File: config.mk
export PLATFORM = sky130hd
export DESIGN_NAME = lsu_cmd_dispatch
export DESIGN_NICKNAME = d
export VERILOG_FILES = /design/src/rtl/lsu_cmd_dispatch.sv
export SDC_FILE = /design/constraint.sdc
export NUM_CORES = 1
export LEC_CHECK = 0
export BUFFER_PORTS_ARGS = -buffer_cell sky130_fd_sc_hd__buf_2
export CAP_MARGIN = 20
export CORE_ASPECT_RATIO = 1.75
export CORE_MARGIN = 3
export CORE_UTILIZATION = 30
export DETAILED_ROUTE_END_ITERATION = 10
export PLACE_DENSITY_LB_ADDON = 0.05
export SYNTH_ARGS = -nofsm -noshare
export SYNTH_HDL_FRONTEND = slang
export SYNTH_SLANG_ARGS = --single-unit
File: constraint.sdc
create_clock -name clk -period 45.6 [get_ports clk]
set_clock_uncertainty 0.2 [all_clocks]
set_input_delay 9.12 -clock clk [delete_from_list [all_inputs] [get_ports clk]]
set_output_delay 9.12 -clock clk [all_outputs]
set_load 0.03 [all_outputs]
File: src/rtl/lsu_cmd_dispatch.sv
// lsu_cmd_dispatch: per-LSU command FIFOs with start/done sequencing of two LSUs
// Ports: cmd_* command input (valid/ready, cmd_lsu selects target FIFO);
//   lsuN_desc/lsuN_start/lsuN_done LSU handshakes; pending0/1 queued+in-flight counts;
//   done_cnt wrapping completion count; idle global idle; err sticky {timeout, unexpected done};
//   err_clr clears err. Optional watchdog: define LSU_DISPATCH_TIMEOUT_EN.
module lsu_cmd_dispatch #(
  parameter int CMD_W          = 192,
  parameter int QDEPTH         = 4,
  parameter int CNT_W          = 16,
  parameter int TIMEOUT_CYCLES = 65536
) (
  input  logic                       clk,
  input  logic                       resetn,
  input  logic [CMD_W-1:0]           cmd_data,
  input  logic                       cmd_lsu,
  input  logic                       cmd_valid,
  output logic                       cmd_ready,
  output logic [CMD_W-1:0]           lsu0_desc,
  output logic                       lsu0_start,
  input  logic                       lsu0_done,
  output logic [CMD_W-1:0]           lsu1_desc,
  output logic                       lsu1_start,
  input  logic                       lsu1_done,
  output logic [$clog2(QDEPTH)+1:0]  pending0,
  output logic [$clog2(QDEPTH)+1:0]  pending1,
  output logic [CNT_W-1:0]           done_cnt,
  output logic                       idle,
  output logic [1:0]                 err,
  input  logic                       err_clr
);
  localparam int AW = $clog2(QDEPTH);
  localparam int PW = AW + 2;
  typedef enum logic [1:0] {S_IDLE, S_ISSUE, S_BUSY} state_e;
  logic [1:0] done_v, full_v, empty_v, idle_v, start_v, done_ok, unexp, tmo;
  logic [CMD_W-1:0] desc_a [2];
  logic [PW-1:0] pend_a [2];
  if (QDEPTH < 2 || (QDEPTH & (QDEPTH - 1)) != 0 || TIMEOUT_CYCLES < 2) begin : g_bad_param
    $error("lsu_cmd_dispatch: QDEPTH must be a power of 2 >= 2 and TIMEOUT_CYCLES >= 2");
  end
  assign done_v = {lsu1_done, lsu0_done};
  // Ready looks only at the pre-pop full flag, so a same-cycle pop never frees a slot early.
  assign cmd_ready = !full_v[cmd_lsu];
  for (genvar g = 0; g < 2; g++) begin : g_lsu
    logic [AW:0] wp_q, rp_q;
    logic [CMD_W-1:0] mem_q [QDEPTH];
    logic [CMD_W-1:0] desc_q;
    state_e st_q, st_d;
    logic empty, push, adv, pop, t;
    assign empty = wp_q == rp_q;
    // Full when the pointers differ only in the wrap bit.
    assign full_v[g] = (wp_q ^ rp_q) == {1'b1, {AW{1'b0}}};
    assign push = cmd_valid && cmd_ready && (cmd_lsu == 1'(g));
    // adv: the FSM may take the next command (idle, or busy command finished/aborted).
    always_comb begin
      adv = st_q == S_IDLE || (st_q == S_BUSY && (done_v[g] || t));
      pop = adv && !empty;
      st_d = st_q == S_ISSUE ? S_BUSY : pop ? S_ISSUE : adv ? S_IDLE : st_q;
    end
    always_ff @(posedge clk)
      if (push) mem_q[wp_q[AW-1:0]] <= cmd_data;
    always_ff @(posedge clk or negedge resetn)
      if (!resetn) begin
        wp_q   <= '0;
        rp_q   <= '0;
        st_q   <= S_IDLE;
        desc_q <= '0;
      end else begin
        wp_q <= wp_q + {{AW{1'b0}}, push};
        rp_q <= rp_q + {{AW{1'b0}}, pop};
        st_q <= st_d;
        if (pop) desc_q <= mem_q[rp_q[AW-1:0]];
      end
`ifdef LSU_DISPATCH_TIMEOUT_EN
    localparam int TW = $clog2(TIMEOUT_CYCLES);
    logic [TW-1:0] wd_q;
    // Counter is 0 on the first BUSY cycle, so the abort lands TIMEOUT_CYCLES-1 cycles into BUSY.
    always_ff @(posedge clk or negedge resetn)
      if (!resetn) wd_q <= '0;
      else wd_q <= st_q == S_BUSY ? wd_q + 1'b1 : '0;
    assign t = st_q == S_BUSY && !done_v[g] && wd_q == TW'(TIMEOUT_CYCLES - 1);
`else
    assign t = 1'b0;
`endif
    assign empty_v[g] = empty;
    assign idle_v[g]  = st_q == S_IDLE;
    assign start_v[g] = st_q == S_ISSUE;
    assign done_ok[g] = st_q == S_BUSY && done_v[g];
    assign unexp[g]   = done_v[g] && st_q != S_BUSY;
    assign tmo[g]     = t;
    assign desc_a[g]  = desc_q;
    assign pend_a[g]  = {1'b0, wp_q - rp_q} + {{(AW+1){1'b0}}, st_q != S_IDLE};
  end
  assign lsu0_desc  = desc_a[0];
  assign lsu1_desc  = desc_a[1];
  assign lsu0_start = start_v[0];
  assign lsu1_start = start_v[1];
  assign pending0   = pend_a[0];
  assign pending1   = pend_a[1];
  assign idle       = &empty_v && &idle_v && !cmd_valid;
  // Error set has priority over err_clr.
  always_ff @(posedge clk or negedge resetn)
    if (!resetn) begin
      done_cnt <= '0;
      err      <= '0;
    end else begin
      done_cnt <= done_cnt + CNT_W'(done_ok[0]) + CNT_W'(done_ok[1]);
      err      <= {|tmo || (!err_clr && err[1]), |unexp || (!err_clr && err[0])};
    end
endmodule
==> impl_metrics.env <==
export IMPL_synth_cell_types=34
export IMPL_post_route_period_util_pct=42.3
export IMPL_reg2reg_from="g_lsu[1].rp_q[1]$_DFF_PN0_"
export IMPL_initial_utilization_pct=30.1
export IMPL_drc_errors=0
export IMPL_hold_buffers=0
export IMPL_synthMuxAreaShare_pct=18.2
export IMPL_die_area_um2=244000
export IMPL_worst_hold_slack_ns=0.272
export IMPL_p_sw_share_pct=34.7
export IMPL_pwr_share_comb_pct=33.0
export IMPL_cts_reportedPaths_clkPinSlew_ns=0.06
export IMPL_syn2layout_area_growth_pct=18.6
export IMPL_grtUsageTotal_pct=16.4
export IMPL_synth_seq_cells=1954
export IMPL_fin_setup_tns_ns=0
export IMPL_synth_top_family_by_area="multiplexers"
export IMPL_grt_pass1_wl_mm=285
export IMPL_routed_wirelength_mm=201
export IMPL_drive_gt1_share_pct=41.0
export IMPL_synth_top_cells_by_area="edfxtp_1, dfrtp_1, mux4_2"
export IMPL_hold_viol_final=0
export IMPL_final_nets=3935
export IMPL_cts_repair_resized=0
export IMPL_cts_setup_buffers=0
export IMPL_dp_final_hpwl_mm=111
export IMPL_dp_cells=6613
export IMPL_grt_max_degree=109
export IMPL_setup_worst_path_start_class="input pin"
export IMPL_grt_pass1_vias=36900
export IMPL_vias_per_cell=4.75
export IMPL_power_share_clock_pct=26.3
export IMPL_cts_root_buf="clkbuf_16"
export IMPL_cts_sinks=1954
export IMPL_synthesis_area_um2=71200
export IMPL_end_kind="primary output"
export IMPL_post_place_ws_ns=26.28
export IMPL_finalMaxSlewViolations=0
export IMPL_syn_inst=2977
export IMPL_cts_tree="done"
export IMPL_min_path_type="register to register"
export IMPL_p_leak_uw=0.0292
export IMPL_ys_seq_area_share_pct=79.5
export IMPL_path_class="input pin to primary output"
export IMPL_synth_adder_area_share_pct=0.383
export IMPL_cts_made_buffers=195
export IMPL_synth_compound_area_share_pct=0.160
export IMPL_startpoint="cmd_valid"
export IMPL_arrival_ns=9.98
export IMPL_rows=236
export IMPL_synth_warnings=0
export IMPL_io_pins=613
export IMPL_via_count=33100
export IMPL_antenna_found_initial=70
export IMPL_status="finished, final reports clean"
export IMPL_gp_congestion=0.726
export IMPL_drv_cap=0
export IMPL_grt_ovfl_total=0
export IMPL_synthXorXnorAreaFrac_pct=0.316
export IMPL_initialDrtViolationCount=2014
export IMPL_first_pass_iters=5
export IMPL_vdd_drop_max_v=0.0000933
export IMPL_fin_util_pct=35.8
export IMPL_synth_top_area_cell="edfxtp_1"
export IMPL_worst_slack_ns=26.30
export IMPL_cp_max_fo=3
export IMPL_p_per_area_nw_per_um2=72.4
export IMPL_synth_net_count=3196
export IMPL_htreeDepth=4
export IMPL_core_area_um2=236000
export IMPL_seqPwrFrac_pct=40.8
export IMPL_antenna_left=0
export IMPL_switching_power_uw=2120
export IMPL_hp_start="done_cnt[15]$_DFF_PN0_"
export IMPL_yosys_area_share_simple_pct=0.395
export IMPL_yosysTopAreaCellShare_pct=64.8
export IMPL_intPower_uw=4000
export IMPL_routedWlPerCell_um=28.8
export IMPL_die_h_um=651
export IMPL_finalSetupViolCount=0
export IMPL_port_buffers=612
export IMPL_rsz0062_at_grt="false"
export IMPL_max_freq_mhz=51.8
export IMPL_clockBufferDepth=4
export IMPL_slew_headroom_pct=23.4
export IMPL_chipWidth_um=374
export IMPL_tightest_slew_ns=1.15
export IMPL_layoutNonFillerInstCount=6985
export IMPL_crit_required_ns=36.28
export IMPL_syn_area_per_cell_um2=23.9
export IMPL_insertion_delay_ns=0.84
export IMPL_fin_crit_ns=19.30
registers in the layout, summed over array words and instances, names as in the netlist:
signal,cells
g_lsu.mem_q,1536
g_lsu.rp_q,6
g_lsu.wp_q,6
err,2
lsu0_desc,192
g_lsu.st_q,4
lsu1_desc,192
done_cnt,16
per-layer routing:
layer	GRT usage (%)	part of all wire [%]	vias to the layer above
met4	3.86	2.2	66
met2	27.0	48	913
met1	20.8	41	18100
li1	-	-	13700
met5	0	0.21	-
met3	5.84	8.5	343
critical path, stage by stage:
cell,delay [ns]
buf_2,0.11
nand3b_1,0.17
nor4_1,0.30
buf_2,0.27
cell usage after synthesis:
| cell type | count |
|---|---|
| o221ai_1 | 1 |
| nand2_1 | 8 |
| nor4_1 | 5 |
| xnor2_2 | 2 |
| nor2b_1 | 5 |
| nor2_1 | 2 |
| ha_1 | 17 |
| buf_4 | 28 |
| inv_1 | 20 |
| nand3b_1 | 2 |
| and3_1 | 4 |
| and4_1 | 1 |
| buf_6 | 6 |
| o21ai_0 | 2 |
| or3_1 | 1 |
| xor2_1 | 16 |
| mux2_2 | 230 |
| a21o_1 | 4 |
| buf_2 | 48 |
| mux4_2 | 384 |
| nand4_1 | 5 |
| o211ai_1 | 1 |
| dfrtp_1 | 418 |
| mux2_1 | 154 |
| fa_1 | 3 |
| a221oi_4 | 2 |
| edfxtp_1 | 1536 |
| and2_1 | 2 |
| nor3_1 | 11 |
| a21oi_1 | 1 |
| clkbuf_1 | 47 |
| nand3_1 | 3 |
| or2_2 | 2 |
| xnor2_1 | 6 |
cell usage in the layout (no fill, tap or decap), types with 2 or more instances in the layout:
master,n
clkbuf_8,30
ha_1,17
nor4_1,5
dfrtp_1,414
buf_2,611
xnor2_1,6
nor3_1,5
a221oi_4,2
nand3b_1,2
mux2_2,230
o21ai_0,2
mux2_1,154
buf_4,46
and3_4,2
a21o_1,4
and3_1,2
nor3_2,6
nand4_1,5
nor2_1,2
inv_1,20
clkbuf_16,199
clkinv_2,34
nand2_1,8
nor2b_1,5
inv_6,4
and2_1,2
xnor2_2,2
mux4_2,384
clkinv_1,25
xor2_1,16
edfxtp_1,1536
or2_2,2
diode_2,16
buf_12,13
dfrtp_4,4
clkbuf_1,47
nand3_1,3
bufinv_16,14
fa_1,3
through the flow:
step / total power (uW) / area (um2)
finish: 6120 / 84500
global route: 6440 / 84500
CTS: 6270 / 84500
detailed placement: 4630 / 78100
global placement: 4600 / 78100
floorplan: 3900 / 71200
final timing paths:
| path | endpoint | depth (start not counted) | slack [ns] |
|---|---|---|---|
| worst max-delay path | idle | 4 | 26.30 |
| worst min-delay path | done_cnt[15]$_DFF_PN0_ | 1 | 0.27 |
| worst max register to register | lsu1_desc[84]$_DFFE_PN0P_ | 8 | 40.79 |
| worst min register to register | done_cnt[15]$_DFF_PN0_ | 1 | 0.27 |
| max in group asynchronous | lsu1_desc[165]$_DFFE_PN0P_ | 5 | 33.56 |
| min in group asynchronous | lsu0_desc[86]$_DFFE_PN0P_ | 1 | 8.02 |
cells by family (layout without fill, tap and decap cells):
logic type	count (synthesis)	after routing
DFF	1954	1954
muxes	768	768
buffers and inverters	149	1047
and+or+nand+nor	51	51
xor gates and xnor gates	24	24
adders and majority gates	20	20
AOI/OAI and AO/OA	11	11
other	0	16
cell type report:
cell class                      count  area (um2)
Multi-Input combinational cell    874       13900
Clock buffer                      276        5570
Antenna cell                       16        40.0
Clock inverter                     80         754
Fill cell                       21900      152000
Timing Repair Buffer              671        3680
Tap cell                         3094        3870
Inverter                           20        75.1
Sequential cell                  1954       56600
power by group through the flow:
stage                     Clock (uW)  Sequential, uW  Combinational, uW
final                           1610            2490               2020
after CTS                       1670            2510               2090
after global routing            1730            2540               2170
after global placement             0            2530               2070
after floorplan                    0            2880               1020
after detailed placement           0            2540               2090
(Power assumes the default switching activity.)
